### src/rtl/cpu_tick_sched.sv
`default_nettype none
// ============================================================================
// Module   : cpu_tick_sched
// Purpose  : Clock-enable scheduler for the processor core. A programmable
//            tick divider paces one-cycle CPU_EN pulses in free-run, single
//            step (one pulse per button press) or burst (N pulses then hold)
//            mode, all from the single 50 MHz board clock.
// Ports    : CLK_50     - system clock, rising edge
//            RST        - asynchronous active-high reset
//            MODE[1:0]  - 00 halt, 01 run, 10 step, 11 burst
//            STEP_BTN   - raw asynchronous step button, active high
//            DIV_LD     - load DIV_VAL into the divider terminal register
//            DIV_VAL    - new divider terminal value (period = value + 1)
//            BURST_N    - burst pulse count, sampled on entry to burst
//            CPU_EN     - registered one-cycle enable pulse to the core
//            BUSY       - high while running or bursting
//            BURST_DONE - high while holding after a completed burst
// Options  : STEP_DEBOUNCE_EN - when defined, the synchronized step level
//            must be stable for DEB_CYC cycles before it is accepted.
// Revision : 1.0 - initial release
// ============================================================================
module cpu_tick_sched #(
    parameter int CNT_W       = 26,
    parameter int DEFAULT_DIV = 50000000,
    parameter int DEB_CYC     = 1000000
) (
    input  logic             CLK_50,
    input  logic             RST,
    input  logic [1:0]       MODE,
    input  logic             STEP_BTN,
    input  logic             DIV_LD,
    input  logic [CNT_W-1:0] DIV_VAL,
    input  logic [7:0]       BURST_N,
    output logic             CPU_EN,
    output logic             BUSY,
    output logic             BURST_DONE
);

    typedef enum logic [2:0] {
        S_IDLE  = 3'd0,
        S_RUN   = 3'd1,
        S_STEP  = 3'd2,
        S_BURST = 3'd3,
        S_HOLD  = 3'd4
    } state_t;

    localparam logic [1:0] c_mode_run   = 2'b01;
    localparam logic [1:0] c_mode_step  = 2'b10;
    localparam logic [1:0] c_mode_burst = 2'b11;

    state_t           r_state;
    state_t           w_state_nxt;
    logic [CNT_W-1:0] r_div;
    logic [CNT_W-1:0] w_div_nxt;
    logic [CNT_W-1:0] r_cnt;
    logic [CNT_W-1:0] w_cnt_nxt;
    logic [7:0]       r_remain;
    logic [7:0]       w_remain_nxt;
    logic             w_en_nxt;
    logic             w_tc;

    // ------------------------------------------------------------------
    // Step button: 2-flop synchronizer, optional debounce, edge detect
    // ------------------------------------------------------------------
    logic r_sync1;
    logic r_sync2;
    logic r_step_prev;
    logic w_step_level;
    logic w_step_rise;

    always_ff @(posedge CLK_50 or posedge RST) begin
        if (RST) begin
            r_sync1     <= 1'b0;
            r_sync2     <= 1'b0;
            r_step_prev <= 1'b0;
        end else begin
            r_sync1     <= STEP_BTN;
            r_sync2     <= r_sync1;
            r_step_prev <= w_step_level;
        end
    end

`ifdef STEP_DEBOUNCE_EN
    localparam int c_deb_w = $clog2(DEB_CYC + 1);

    logic               r_step_acc;
    logic [c_deb_w-1:0] r_deb_cnt;

    // The accepted level flips only after the synchronized level has
    // disagreed with it on DEB_CYC consecutive cycles; any agreement
    // in between restarts the count.
    always_ff @(posedge CLK_50 or posedge RST) begin
        if (RST) begin
            r_step_acc <= 1'b0;
            r_deb_cnt  <= '0;
        end else if (r_sync2 == r_step_acc) begin
            r_deb_cnt <= '0;
        end else if (r_deb_cnt == c_deb_w'(DEB_CYC - 1)) begin
            r_step_acc <= r_sync2;
            r_deb_cnt  <= '0;
        end else begin
            r_deb_cnt <= r_deb_cnt + c_deb_w'(1);
        end
    end

    assign w_step_level = r_step_acc;
`else
    // Debounce disabled: DEB_CYC has no function in this build.
    logic w_deb_unused;
    assign w_deb_unused = (DEB_CYC > 0);
    assign w_step_level = r_sync2;
`endif

    assign w_step_rise = w_step_level & ~r_step_prev;

    // ------------------------------------------------------------------
    // Scheduler state machine
    // ------------------------------------------------------------------
    assign w_tc = (r_cnt == r_div);

    always_comb begin
        w_state_nxt  = r_state;
        w_cnt_nxt    = r_cnt;
        w_div_nxt    = r_div;
        w_remain_nxt = r_remain;
        w_en_nxt     = 1'b0;

        case (r_state)
            S_IDLE: begin
                w_cnt_nxt = '0;
                case (MODE)
                    c_mode_run:  w_state_nxt = S_RUN;
                    c_mode_step: w_state_nxt = S_STEP;
                    c_mode_burst: begin
                        if (BURST_N != 8'd0) begin
                            w_state_nxt  = S_BURST;
                            w_remain_nxt = BURST_N;
                        end else begin
                            w_state_nxt = S_HOLD;
                        end
                    end
                    default: w_state_nxt = S_IDLE;
                endcase
            end

            S_RUN: begin
                // Leaving the mode beats a coincident terminal count.
                if (MODE != c_mode_run) begin
                    w_state_nxt = S_IDLE;
                    w_cnt_nxt   = '0;
                end else if (DIV_LD) begin
                    w_cnt_nxt = '0;
                end else if (w_tc) begin
                    w_cnt_nxt = '0;
                    w_en_nxt  = 1'b1;
                end else begin
                    w_cnt_nxt = r_cnt + CNT_W'(1);
                end
            end

            S_BURST: begin
                if (MODE != c_mode_burst) begin
                    w_state_nxt = S_IDLE;
                    w_cnt_nxt   = '0;
                end else if (DIV_LD) begin
                    w_cnt_nxt = '0;
                end else if (w_tc) begin
                    w_cnt_nxt    = '0;
                    w_en_nxt     = 1'b1;
                    w_remain_nxt = r_remain - 8'd1;
                    if (r_remain == 8'd1) begin
                        w_state_nxt = S_HOLD;
                    end
                end else begin
                    w_cnt_nxt = r_cnt + CNT_W'(1);
                end
            end

            S_STEP: begin
                w_cnt_nxt = '0;
                if (MODE != c_mode_step) begin
                    w_state_nxt = S_IDLE;
                end else if (w_step_rise) begin
                    w_en_nxt = 1'b1;
                end
            end

            S_HOLD: begin
                // Parked until the switch leaves burst, so a burst cannot
                // re-trigger while MODE stays at 11.
                w_cnt_nxt = '0;
                if (MODE != c_mode_burst) begin
                    w_state_nxt = S_IDLE;
                end
            end

            default: begin
                w_state_nxt = S_IDLE;
                w_cnt_nxt   = '0;
            end
        endcase

        // A divider load always restarts the period from zero.
        if (DIV_LD) begin
            w_div_nxt = DIV_VAL;
            w_cnt_nxt = '0;
        end
    end

    always_ff @(posedge CLK_50 or posedge RST) begin
        if (RST) begin
            r_state    <= S_IDLE;
            r_cnt      <= '0;
            r_div      <= CNT_W'(DEFAULT_DIV);
            r_remain   <= 8'd0;
            CPU_EN     <= 1'b0;
            BUSY       <= 1'b0;
            BURST_DONE <= 1'b0;
        end else begin
            r_state    <= w_state_nxt;
            r_cnt      <= w_cnt_nxt;
            r_div      <= w_div_nxt;
            r_remain   <= w_remain_nxt;
            CPU_EN     <= w_en_nxt;
            BUSY       <= (w_state_nxt == S_RUN) || (w_state_nxt == S_BURST);
            BURST_DONE <= (w_state_nxt == S_HOLD);
        end
    end

endmodule
`default_nettype wire

### config.mk
export PLATFORM = sky130hd
export DESIGN_NAME = cpu_tick_sched
export DESIGN_NICKNAME = d
export VERILOG_FILES = /design/src/rtl/cpu_tick_sched.sv
export SDC_FILE = /design/constraint.sdc
export NUM_CORES = 1
export LEC_CHECK = 0
export CORE_UTILIZATION = 50
export CTS_CLUSTER_SIZE = 8
export DETAILED_ROUTE_END_ITERATION = 6
export MAX_ROUTING_LAYER = met4
export PLACE_DENSITY = 0.76
export SYNTH_ARGS = -nofsm -noshare
export SYNTH_HDL_FRONTEND = slang
export SYNTH_SLANG_ARGS = --single-unit
### constraint.sdc
create_clock -name CLK_50 -period 1.92 [get_ports CLK_50]
set_input_delay 0.192 -clock CLK_50 [delete_from_list [all_inputs] [get_ports CLK_50]]
set_output_delay 0.192 -clock CLK_50 [all_outputs]
set_load 0.02 [all_outputs]
==> metrics.yaml, run 1 <==
status: "finished, violations left"
violations: "DRC, setup timing"
areaGrowthSynthToFinish_pct: 33.75
start_util: 0.5298
rows: 29
route.detailed.drc: 5
cts_root_buffer: "clkbuf_8"
regArea_um2: 1742
gr-total-overflow: 0
diodes: 0
cp_top_family: "simple AND/OR/NAND/NOR gates"
ant_nets: 0
grt_usage: 0.2290
ys_seq_area_frac: 0.5062
synthCells: 308
clkSinkCount: 69
drv_slew: 0
cp.required_ns: 2.15
multiInputGateArea_um2: 1697
yosysUniqueCellTypes: 47
post_drt_wl_per_cell_um: 15.80
worst-path-max-fanout: 13
die_x_um: 84.96
num_vias: 2639
grt_start_max_net_pins: 70
wl_mm: 7.570
slowest_stage: "dfstp_2"
max_stage_delay_ns: 0.55
gp_congestion: 0.9004
antenna_found_initial: 0
drt_iter0_markers: 153
grt_pass1_wl_mm: 12.32
finalCoreUtilization: 0.7085
ys.flop_type: "dfrtp_1"
synth_area_per_cell_um2: 11.17
clk_latency_ns: 0.34
cts_max_level: 3
cts_buffer_depth: 2
final_cell_mix: "dfrtp_1 (57), clkdlybuf4s50_1 (42), nor2_1 (40)"
fmax_mhz: 489.2
post-dp-hpwl_mm: 5.132
final_common_cell: "dfrtp_1"
pwr_density_cell_nw_per_um2: 775.8
clock_skew_ns: 0.008400
r2r.worst_path.cells: 8
period_share: 1.065
critPathLaunch: "r_div[20]$_DFFE_PP1P_"
dieArea_um2: 7217
fp.dieH_um: 84.96
fill_cells: 486
path_buf_inv: 2
setup_tns_ns: -3.825
leakagePower_nw: 1.986
vdd_ir_drop_max_v: 0.0005543
slew_headroom: 0.7209
syn_area_um2: 3441
grt_pass1_vias: 2686
finalWorstSetupSlack_ns: -0.1243
io_pins: 43
hold_viol_final: 0
cts_tree: "done"
yosysWarnings: 0
rsz0062_at_grt: "yes"
r2r_setup_slack_ns: -0.12
first_pass_iters: 7
r2r-end: "r_cnt[5]$_DFF_PP0_"
clkTransAtPathRegs_ns: 0.07
io_buffers: 42
numCtsBuffers: 9
setup_violations: 39
drive_above_1_share: 0.2910
period_needed_ns: 2.044
crit_end: "r_cnt[5]$_DFF_PP0_"
cp_cell_sequence: "xor2_1, nor4_1, nand3_2, nor4_4, buf_6, or2_4, clkbuf_16, nor2_1"
hp-class: "primary input to async pin"
path_class: "flop to flop"
synth_edf_count: 0
reg2reg_from: "r_div[20]$_DFFE_PP1P_"
async_flop_share: 1.000
nets: 440
end_kind: "flop"
coreArea_um2: 6495
vias_per_cell: 5.509
cp.depth: 8
startpoint_type: "flop"
ys_ff_latch: 69
syn_nets: 351
cp.arrival_ns: 2.27
tightest_slew_ns: 0.4186
drv_cap: 0
==> final cells by class <==
cell class	count	share of cell area
Inverter	8	0.006525
Clock inverter	4	0.01523
Timing Repair Buffer	87	0.1765
Sequential cell	69	0.3785
Clock buffer	12	0.03371
Multi-Input combinational cell	222	0.3687
Tap cell	77	0.02094
==> power by group <==
part	internal [mW]	switching [mW]
registers	1.59	0.102
logic	0.297	0.253
clock network	0.799	0.527
==> metal layers <==
metal | up-vias | wire length [um] | global-route usage
li1 | 1249 | - | -
met1 | 1303 | 3195 | 0.2845
met2 | 69 | 3919 | 0.3629
met3 | 18 | 300 | 0.04669
met4 | 0 | 155 | 0.1032
met5 | - | 0 | -
==> logic make-up (layout without fill, tap and decap cells) <==
family | after synthesis | count (layout) | synth area share
buffers and inverters | 17 | 111 | 0.02655
multiplexers | 32 | 32 | 0.1025
flip-flops | 69 | 69 | 0.5062
AO/OA/AOI/OAI | 21 | 21 | 0.04473
adder cells (fa/ha/maj) | 3 | 3 | 0.01091
AND/OR/NAND/NOR | 115 | 115 | 0.1793
XOR/XNOR | 51 | 51 | 0.1298
==> worst register-to-register path: stages, from the launching register on <==
cell,delay [ns]
dfstp_2,0.55
xor2_1,0.09
nor4_1,0.33
nand3_2,0.15
nor4_4,0.28
buf_6,0.17
or2_4,0.15
clkbuf_16,0.16
nor2_1,0.05
==> synth_stat cells (2+ instances only) <==
| library cell | n | area share |
|---|---|---|
| mux2i_1 | 6 | 0.017 |
| mux2_2 | 26 | 0.085 |
| a31oi_1 | 3 | 0.0055 |
| xnor2_1 | 21 | 0.053 |
| nor2_1 | 41 | 0.045 |
| nand2_1 | 16 | 0.017 |
| nor3_1 | 8 | 0.012 |
| and4_1 | 2 | 0.0051 |
| xor2_1 | 30 | 0.076 |
| dfrtp_1 | 57 | 0.41 |
| ha_1 | 3 | 0.011 |
| nor4_1 | 4 | 0.0073 |
| nand4b_1 | 2 | 0.0051 |
| dfstp_2 | 12 | 0.092 |
| a31o_2 | 2 | 0.0051 |
| or4_1 | 2 | 0.0044 |
| buf_1 | 2 | 0.0022 |
| buf_6 | 3 | 0.0098 |
| nand3_1 | 13 | 0.019 |
| nor2b_1 | 3 | 0.0055 |
| nand4_1 | 7 | 0.013 |
| clkbuf_1 | 2 | 0.0022 |
| and3_1 | 7 | 0.013 |
| or3_1 | 2 | 0.0036 |
| inv_1 | 8 | 0.0087 |
| o21ai_0 | 5 | 0.0073 |
==> timing repair <==
| item | in CTS | in global routing |
|---|---|---|
| cloned | 0 | 2 |
| setup buffers | 0 | 3 |
| setup endpoints to repair | 40 | 40 |
| resized for setup | 6 | 14 |
| pin swaps | 1 | 11 |
| hold buffers | 0 | 0 |
==> registers in the layout, summed over array words and instances (netlist names) <==
name and flops:
BUSY 1, r_remain 8, r_cnt 26, r_sync1 1
CPU_EN 1, r_sync2 1, BURST_DONE 1, r_div 26
r_state 3, r_step_prev 1
==> stage by stage <==
| step | total power [mW] | cells | hold slack (ns) | setup slack [ns] | area, um^2 |
|---|---|---|---|---|---|
| 4_1_cts | 3.586 | 474 | 0.2410 | -0.1650 | 4471 |
| 5_1_grt | 3.734 | 479 | 0.2901 | -0.2747 | 4602 |
| 2_1_floorplan | 2.008 | 308 | 0.2234 | 0.007997 | 3441 |
| 6_report | 3.570 | 479 | 0.2438 | -0.1243 | 4602 |
| 3_3_place_gp | 2.211 | 458 | 0.3325 | -0.1745 | 4222 |
| 3_5_place_dp | 2.235 | 458 | 0.3451 | -0.2405 | 4222 |
==> worst min-delay path by stage <==
stage / startpoint / end / slack, ns
after floorplan: STEP_BTN / r_sync1$_DFF_PP0_ / 0.22
after detailed placement: r_sync1$_DFF_PP0_ / r_sync2$_DFF_PP0_ / 0.35
after CTS: RST / r_state[1]$_DFF_PP0_ / 0.24
after global placement: r_sync1$_DFF_PP0_ / r_sync2$_DFF_PP0_ / 0.33
after global routing: STEP_BTN / r_sync1$_DFF_PP0_ / 0.29
final: RST / r_sync2$_DFF_PP0_ / 0.24
Note: power is estimated with default switching activity, not from simulation.
==> run 2: changes to the inputs <==
--- a/config.mk
+++ b/config.mk
@@ -5,11 +5,12 @@
 export SDC_FILE = /design/constraint.sdc
 export NUM_CORES = 1
 export LEC_CHECK = 0
-export CORE_UTILIZATION = 50
+export ABC_AREA = 1
+export CORE_UTILIZATION = 52
 export CTS_CLUSTER_SIZE = 8
 export DETAILED_ROUTE_END_ITERATION = 6
 export MAX_ROUTING_LAYER = met4
-export PLACE_DENSITY = 0.76
+export PLACE_DENSITY = 0.77
 export SYNTH_ARGS = -nofsm -noshare
 export SYNTH_HDL_FRONTEND = slang
 export SYNTH_SLANG_ARGS = --single-unit
==> constraint.sdc (replaced) <==
create_clock -name CLK_50 -period 1.7 [get_ports CLK_50]
set_input_delay 0.17 -clock CLK_50 [delete_from_list [all_inputs] [get_ports CLK_50]]
set_output_delay 0.17 -clock CLK_50 [all_outputs]
set_load 0.02 [all_outputs]
==> run 2 against run 1 <==
  * Routed wire length grew 45%
  * The flow now finishes without violations
  * Sequential cell count is the same
  * Largest power group unchanged
  * Design area grew 16%
  * Global-route usage grew 6.0 points
  * Highest routed layer unchanged
==> metrics.yaml, run 2 <==
status: "complete, no violations"
start_util: 0.5358  # +0.006044
final_cell_mix: "nand2_1 (196), nor2_1 (68), inv_1 (64)"
first_pass_iters: 5  # -2
synth_most_common_cell: "nand2_1"
grt_usage: 0.2895  # +0.06046
dieArea_um2: 8281  # +15%
grt_pass1_vias: 3958  # +47%
end_kind: "flop"
r2r_setup_slack_ns: 0.03  # +0.16 ns
cts_max_level: 3  # unchanged
intPower_mw: 3.459  # +29%
gp_congestion: 0.9267  # +2.9%
yosys-top-cells-area: "dfrtp_1 (35%), nand2_1 (19%), dfstp_2 (7.7%)"
synth.largest_area_cell: "dfrtp_1"
fill_cells: 655  # +35%
post-dp-hpwl_mm: 8.121  # +58%
clkTransAtPathRegs_ns: 0.08  # about the same
synth_top_area_share: 0.3463  # -0.06825
seqPwrFrac: 0.398  # -0.076
antenna_found_initial: 0  # unchanged
ys_ff_latch: 69  # unchanged
ys.flop_type: "dfrtp_1"
die_x_um: 91  # +7.1%
syn_area_um2: 4119  # +20%
tightest_slew_ns: 0.4120  # -0.006609 ns
coreArea_um2: 7687  # +18%
synthCells: 598  # +94%
finalCoreUtilization: 0.6925  # -0.01599
async_flop_share: 1.000  # unchanged
drv_slew: 0  # unchanged
wl_mm: 10.96  # +45%
io_pins: 43  # unchanged
clk_latency_ns: 0.36  # +0.02 ns
final_cell_area_um2: 5324  # +16%
r2r.worst_path.cells: 10  # +2
p_total_mw: 5.018  # +41%
pwr-share-clk: 0.367  # -0.004
holdWs_ns: 0.07469  # -0.1691 ns
place_ws_ns: -0.07037  # +0.1701 ns
rsz0062_at_grt: "yes"
ys_seq_area_frac: 0.4228  # -0.08334
finalWorstSetupSlack_ns: 0.03362  # +0.1579 ns
grt_start_max_net_pins: 70  # unchanged
yosysUniqueCellTypes: 36  # -23%
switching_share: 0.3107  # +0.06351
post_drt_wl_per_cell_um: 14.14  # -11%
rows: 32  # +10%
drive_above_1_share: 0.1991  # -0.09194
critPathLaunch: "r_div[23]$_DFFE_PP1P_"
diodes: 0  # unchanged
pwr_density_cell_nw_per_um2: 942.5  # +21%
cts_root_buffer: "clkbuf_8"
period_share: 0.9802  # -0.08453
route.detailed.drc: 0  # -5
setup_violations: 0  # -100%
r2r-end: "r_remain[2]$_DFFE_PP0P_"
numCtsBuffers: 9  # unchanged
yosysWarnings: 0  # unchanged
syn_nets: 641  # +83%
reg2reg_from: "r_div[23]$_DFFE_PP1P_"
p_sw_mw: 1.559  # +77%
hp-class: "primary input to flop"
synth_commonest_cells: "nand2_1 (213), nor2_1 (78), inv_1 (70)"
fp.dieH_um: 91  # +7.1%
startpoint_type: "flop"
gr-total-overflow: 0  # unchanged
drv_cap: 0  # unchanged
clkSinkCount: 69  # unchanged
slew_headroom: 0.7228  # +0.001874
vdd_ir_drop_max_v: 0.0006254  # +13%
leakagePower_nw: 2.453  # +24%
nets: 711  # +62%
cts_tree: "done"
postPlaceCellArea_um2: 4822  # +14%
clock_skew_ns: 0.009107  # +0.0007071 ns
final_common_cell: "nand2_1"
synth_area_per_cell_um2: 6.888  # -38%
path_class: "flop to flop"
reg_top3: "r_cnt x26, r_div x26, r_remain x8"
ant_nets: 0  # unchanged
drt_iter0_markers: 313  # +100%
fmax_mhz: 600.1  # +23%
num_vias: 4090  # +55%
cp.arrival_ns: 1.97  # -0.30 ns
grt_pass1_wl_mm: 18.07  # +47%
io_buffers: 42  # unchanged
cp.required_ns: 2.00  # -0.15 ns
synth_edf_count: 0  # unchanged
p_comb_frac: 0.235  # +0.081
period_needed_ns: 1.666  # -0.3779 ns
hold_viol_final: 0  # unchanged
cts_buffer_depth: 2  # unchanged
vias_per_cell: 5.277  # -4.2%
areaGrowthSynthToFinish_pct: 29.25
worst-path-max-fanout: 8  # -5
crit_end: "r_remain[2]$_DFFE_PP0P_"
## run 2: timing repair
action                     in CTS  in global routing
resized for setup               3                 60
gates cloned                    0                  0
pin swaps                       1                 20
setup endpoints to repair      34                 40
hold buffers                    0                  0
buffers inserted                0                  4
## run 2: cell families after synthesis
logic type / share of synthesized area
AO/OA/AOI/OAI: 0.07443
XOR/XNOR: 0.02764
adder cells (fa/ha/maj): 0.009114
buffers and inverters: 0.08597
flip-flops: 0.4228
AND/OR/NAND/NOR: 0.3800
## run 2: metal layers
layer,vias to the layer above,global-route usage,part of all wire
met1,1914,0.3768,0.46
met5,-,-,0
met2,136,0.4482,0.47
met3,30,0.04439,0.046
met4,0,0.1323,0.026
li1,2010,-,-
## run 2: area by class of cell
type / count / area [um^2] / area share
timing repair buffer: 69 / 655.6 / 0.1231
inverter: 80 / 304.0 / 0.05711
clock buffer: 10 / 137.6 / 0.02585
multi-input combinational: 439 / 2217 / 0.4165
clock inverter: 6 / 133.9 / 0.02515
tap: 102 / 127.6 / 0.02397
sequential: 69 / 1748 / 0.3283
## run 2: power by group through the flow
stage	Combinational, mW	Sequential [mW]	Clock (mW)
after detailed placement	1.07	2.01	0
after floorplan	0.714	1.99	0
after CTS	1.08	1.99	1.85
after global placement	1.02	2.01	0
final	1.18	2.00	1.84
after global routing	1.31	2.02	1.91
## run 2: critical path, stage by stage, from the launching register on
cell and delay (ns):
dfstp_2 0.57, inv_2 0.04, nand2_1 0.06, nand2_2 0.07
nor2_4 0.11, nand3_2 0.09, nor2_4 0.15, nand4_1 0.18
nand2_4 0.20, nand3_2 0.08, nand2_1 0.07
## run 2: how the worst min path moves through the flow
stage,start,endpoint,slack (ns),depth (start not counted)
3_3_place_gp,r_sync1$_DFF_PP0_,r_sync2$_DFF_PP0_,0.33,0
3_5_place_dp,r_sync1$_DFF_PP0_,r_sync2$_DFF_PP0_,0.34,0
6_report,DIV_LD,r_div[13]$_DFFE_PP1P_,0.07,3
4_1_cts,DIV_LD,r_div[13]$_DFFE_PP1P_,0.08,3
5_1_grt,DIV_LD,r_div[13]$_DFFE_PP1P_,0.11,3
2_1_floorplan,STEP_BTN,r_sync1$_DFF_PP0_,0.20,0
## run 2: per-stage QoR
step                      setup TNS, ns  instances
after floorplan                       0        598
after global placement       -0.0006120        755
after detailed placement        -0.9813        755
after CTS                             0        771
after global routing            -0.8605        775
final                                 0        775
==> run 3: changes to the inputs <==
--- a/config.mk
+++ b/config.mk
@@ -6,8 +6,9 @@
 export NUM_CORES = 1
 export LEC_CHECK = 0
 export ABC_AREA = 1
+export CORE_MARGIN = 5
 export CORE_UTILIZATION = 52
-export CTS_CLUSTER_SIZE = 8
+export CTS_CLUSTER_SIZE = 24
 export DETAILED_ROUTE_END_ITERATION = 6
 export MAX_ROUTING_LAYER = met4
 export PLACE_DENSITY = 0.77
==> run 3 against run 2 <==
  * The flow now finishes with violations (setup timing)
  * First-iteration DRC count is 34% lower
  * Via count is 0.54% lower
  * Largest power group unchanged
  * Sequential share of layout area is 0.31 points lower
  * Sequential cell count stayed put
  * Count of clock-buffer cells in the layout is 1 higher
  * Maximum frequency is 2.3% lower
  * Clock power is 6% lower
  * Register-to-register slack worse by 0.04 ns
  * Routed wire length is 1.7% higher
  * Largest cell class unchanged
  * Worst hold slack better by 0.038 ns
  * Cell count is 0.90% higher
  * Power is 2.4% lower
==> metrics.yaml, run 3 (synthesis gave the netlist of run 2 again) <==
worst-path-max-fanout: 8  # unchanged
antenna_found_initial: 0  # unchanged
critPathLaunch: "r_div[22]$_DFFE_PP1P_"
vias_per_cell: 5.202  # -1.4%
drv_slew: 0  # unchanged
cp.required_ns: 1.95  # -0.05 ns
cts_tree: "done"
cp_top_family: "simple AND/OR/NAND/NOR gates"
grt_usage: 0.2372  # -0.05224
first_pass_iters: 6  # +1
violations: "setup timing"
clock_skew_ns: 0.01335  # +0.004247 ns
wl_mm: 11.14  # +1.7%
rsz0062_at_grt: "yes"
regArea_um2: 1747  # about the same
slew_headroom: 0.7191  # -0.003665
grt_pass1_vias: 3891  # -1.7%
dieArea_um2: 9801  # +18%
grt_pass1_wl_mm: 18.15  # +0.45%
post-dp-hpwl_mm: 8.006  # -1.4%
route.detailed.drc: 0  # unchanged
clk_latency_ns: 0.35  # about the same
gr-total-overflow: 0  # unchanged
p_total_mw: 4.898  # -2.4%
vdd_ir_drop_max_v: 0.0004422  # -29%
holdWs_ns: 0.1126  # +0.03793 ns
path_buf_inv: 1  # unchanged
r2r_setup_slack_ns: -0.006  # -0.04 ns
setup_violations: 2  # +2
max_stage_delay_ns: 0.54  # -0.03 ns
post_drt_wl_per_cell_um: 14.25  # +0.75%
numCtsBuffers: 9  # unchanged
startpoint_type: "flop"
hold_viol_final: 0  # unchanged
hp-class: "primary input to flop"
rows: 32  # unchanged
end_kind: "flop"
num_vias: 4068  # -0.54%
drt_iter0_markers: 206  # -34%
intPower_mw: 3.373  # -2.5%
fp.dieH_um: 99  # +8.8%
drive_above_1_share: 0.2368  # +0.03766
cts_root_buffer: "clkbuf_8"
gp_congestion: 0.9395  # +1.4%
multiInputGateArea_um2: 2218  # about the same
min-delay-start: "DIV_LD"
tightest_slew_ns: 0.4169  # +0.004891 ns
io_pins: 43  # unchanged
ant_nets: 0  # unchanged
reg_top3: "r_cnt x26, r_div x26, r_remain x8"
path_class: "flop to flop"
areaGrowthSynthToFinish_pct: 30.38
p_sw_mw: 1.525  # -2.2%
cp_cell_sequence: "inv_2, nand2_2, nand2_2, nor2_4, nand3_2, nor2_4, nand3_2, nand2_2, nand3_4, nand2_2, nand2_2"
fill_cells: 644  # -1.7%
nets: 718  # +0.98%
cts_buffer_depth: 2  # unchanged
status: "finished, violations left"
slowest_stage: "dfstp_2"
coreArea_um2: 7727  # +0.52%
start_util: 0.5330  # -0.002776
clkSinkCount: 69  # unchanged
final_cell_mix: "nand2_1 (187), nor2_1 (64), inv_1 (55)"
pwr_density_cell_nw_per_um2: 912.1  # -3.2%
period_needed_ns: 1.706  # +0.03924 ns
cts_max_level: 3  # unchanged
cpMostUsedCell: "nand2_2"
io_buffers: 42  # unchanged
drv_cap: 0  # unchanged
cp.arrival_ns: 1.96  # about the same
grt_start_max_net_pins: 70  # unchanged
finalCoreUtilization: 0.6949  # +0.002402
pwr-share-clk: 0.353  # -0.014
diodes: 0  # unchanged
seqPwrFrac: 0.410  # +0.012
reg2reg_from: "r_div[22]$_DFFE_PP1P_"
period_share: 1.003  # +0.02308
final_common_cell: "nand2_1"
finalWorstSetupSlack_ns: -0.005623  # -0.03924 ns
fmax_mhz: 586.3  # -2.3%
clkTransAtPathRegs_ns: 0.08  # about the same
cts-hold-fix-buffers: 0  # unchanged
leakagePower_nw: 2.471  # +0.70%
die_x_um: 99  # +8.8%
switching_share: 0.3114  # +0.0006791
p_comb_frac: 0.237  # +0.002
## run 3: changes by cell type in the layout (fill, tap and decap cells not counted), sizes merged
cell / before / now
bufinv: 4 / 3
clkbuf: 10 / 11
buf: 28 / 35
clkinv: 2 / 1
clkinvlp: 1 / 2
## run 3: worst min-delay path, stage by stage
cell and delay (ns):
buf_2 0.14, nand2_1 0.07, o21ai_0 0.08
## run 3: stage by stage
step           std cells  setup slack [ns]   TNS (ns)  instance area (um^2)
2_1_floorplan        598            0.2102          0                  4123
3_3_place_gp         758          -0.03585    -0.5889                  4845
3_5_place_dp         758          -0.07274     -1.027                  4845
4_1_cts              774          0.006617          0                  5116
5_1_grt              782           -0.1275     -1.477                  5370
6_report             782         -0.005623  -0.007021                  5370
## run 3: final timing paths
kind,cells past startpoint,end
setup / recovery,11,r_remain[0]$_DFFE_PP0P_
hold / removal,3,r_div[14]$_DFFE_PP1P_
setup reg to reg,11,r_remain[0]$_DFFE_PP0P_
hold reg to reg,0,r_sync2$_DFF_PP0_
max in group asynchronous,3,r_div[21]$_DFFE_PP1P_
min in group asynchronous,3,r_sync1$_DFF_PP0_
## run 3: timing repair
| item | 4_1_cts | 5_1_grt |
|---|---|---|
| gates resized for setup | 4 | 76 |
| endpoints found under the setup margin | 34 | 40 |
| pin swaps | 0 | 26 |
| setup buffers | 0 | 8 |
## run 3: cell type report
type / instances / share of cell area
Clock buffer: 11 / 0.02819
Clock inverter: 5 / 0.01980
Inverter: 80 / 0.05662
Multi-Input combinational cell: 439 / 0.4131
Sequential cell: 69 / 0.3253
Tap cell: 102 / 0.02377
Timing Repair Buffer: 76 / 0.1333
## run 3: routing by layer
layer,GRT usage,part of all wire,up-vias
met5,-,0,-
met1,0.3178,0.44,1878
li1,-,-,2023
met2,0.3667,0.47,149
met3,0.04600,0.067,18
met4,0.06828,0.017,0
## run 3: power groups by stage
| stage | combinational, mW | clock [mW] | sequential, mW |
|---|---|---|---|
| floorplan | 0.714 | 0 | 1.99 |
| global placement | 1.04 | 0 | 2.01 |
| detailed placement | 1.06 | 0 | 2.02 |
| CTS | 1.08 | 1.74 | 1.99 |
| global route | 1.33 | 1.83 | 2.03 |
| finish | 1.16 | 1.73 | 2.01 |
==> variant (settings of run 2) <==
Change the parameter `CNT_W` from 26 to 30.
--- a/src/rtl/cpu_tick_sched.sv
+++ b/src/rtl/cpu_tick_sched.sv
@@ -21,5 +21,5 @@
 // ============================================================================
 module cpu_tick_sched #(
-    parameter int CNT_W       = 26,
+    parameter int CNT_W       = 30,
     parameter int DEFAULT_DIV = 50000000,
     parameter int DEB_CYC     = 1000000
Interface: changed (resized DIV_VAL); port bits go from 43 to 47. No check against the original RTL was run, so the function may have changed too.
==> variant against run 2 <==
- the run now ends with negative setup slack left
- first-iteration DRC count fell by 32%
- sequential cell count rose by 8
- synthesized area rose by 12%
- final area rose by 13%
- sequential power up 9.5%
- synthesized cell count grew 12%
- routed wire length grew 8.3%
- core utilization grew 2.7 points
- power grew 2.1%
- via count rose by 10%
- global-route usage down 1.6 points
- die area is 11% higher
- setup slack got worse by 0.098 ns
- highest routed layer unchanged
==> variant: results (changes against run 2) <==
metric;value;unit;change
biggest regs;r_cnt: 30 flops, r_div: 30 flops, r_remain: 8 flops;;was r_cnt: 26 flops, r_div: 26 flops, r_remain: 8 flops
initial DRC count;212;;was 313
Reg2Reg Depth;7;;was 10
Total Wirelength;11900;um;was 11000 um
peak supply drop;0.000465;V;was 0.000625 V
multi-input gates;484;;was 439
Post-Syn Nets;716;;was 641
CP max stage delay;0.42;ns;was 0.57 ns
xor and xnor area share after synthesis;0.0324;;was 0.0276
status;finished, violations left;;was finished, final reports clean
Cells after Synth;669;;was 598
Final WS setup;-0.0648;ns;was 0.0336 ns
# setup viols final;21;;was 0
vias in the first global route;4139;;was 3958
reg-to-reg endpoint;r_cnt[16];;was r_remain[2]
Buffers on Ports;46;;was 42
largest net degree at the start of global routing;32;;was 70
Critical Path AT;2.06;ns;was 1.97 ns
Compound-Gate Fraction of Synth Area;0.0731;;was 0.0744
filler cell count;673;;was 655
Non-clk invs;96;;was 80
Vias/cell;5.17;;was 5.28
Reg-to-Reg Start;r_cnt[0];;was r_div[23]
CP max FO;4;;was 8
multi-input logic area;2450;um2;was 2220 um2
failing checks;negative setup slack;;
variant: changes by cell type in the layout (fill, tap and decap cells not counted), moves of 3 or more:
cell	before	now
inv_2	15	11
nor3_1	14	5
nor2_4	9	12
buf_4	24	39
inv_1	64	83
buf_6	0	4
dfrtp_1	52	59
nand3_2	13	3
nor2_2	5	13
clkdlybuf4s50_1	41	45
nand2_2	17	22
nand2_1	196	222
nand3_1	15	28
variant: power breakdown:
group          internal (mW)  leakage [nW]  switching [mW]
clock                  0.976         0.116           0.708
sequential              2.03         0.968           0.155
combinational          0.518          1.79           0.730
total                   3.53          2.87            1.59
variant: logic make-up after synthesis:
kind of cell,after synthesis
and+or+nand+nor,401
buffers and inverters,108
DFF,77
AOI/OAI and AO/OA,63
xor gates and xnor gates,17
adders and majority gates,3
variant: routing by layer:
layer | vias to the layer above | wire, um | GRT usage
li1 | 2247 | - | -
met1 | 2132 | 5300 | 0.337
met2 | 107 | 5870 | 0.454
met3 | 19 | 481 | 0.0553
met4 | 0 | 220 | 0.0846
met5 | - | 0 | -
variant: critical path: cells and delay by family (launching register included):
kind	cells	cell delay, ns
and+or+nand+nor	4	0.70
AOI/OAI and AO/OA	2	0.36
adders and majority gates	1	0.22
DFF	1	0.42
variant: per-stage QoR:
stage / instance area (um2) / setup TNS, ns / total power, mW / hold slack, ns
after CTS: 5780 / 0 / 5.07 / 0.146
final: 6030 / -0.402 / 5.12 / 0.159
after floorplan: 4610 / 0 / 2.93 / 0.201
after detailed placement: 5490 / -1.78 / 3.37 / 0.347
after global placement: 5490 / -0.523 / 3.32 / 0.338
after global routing: 6030 / -4.27 / 5.37 / 0.186
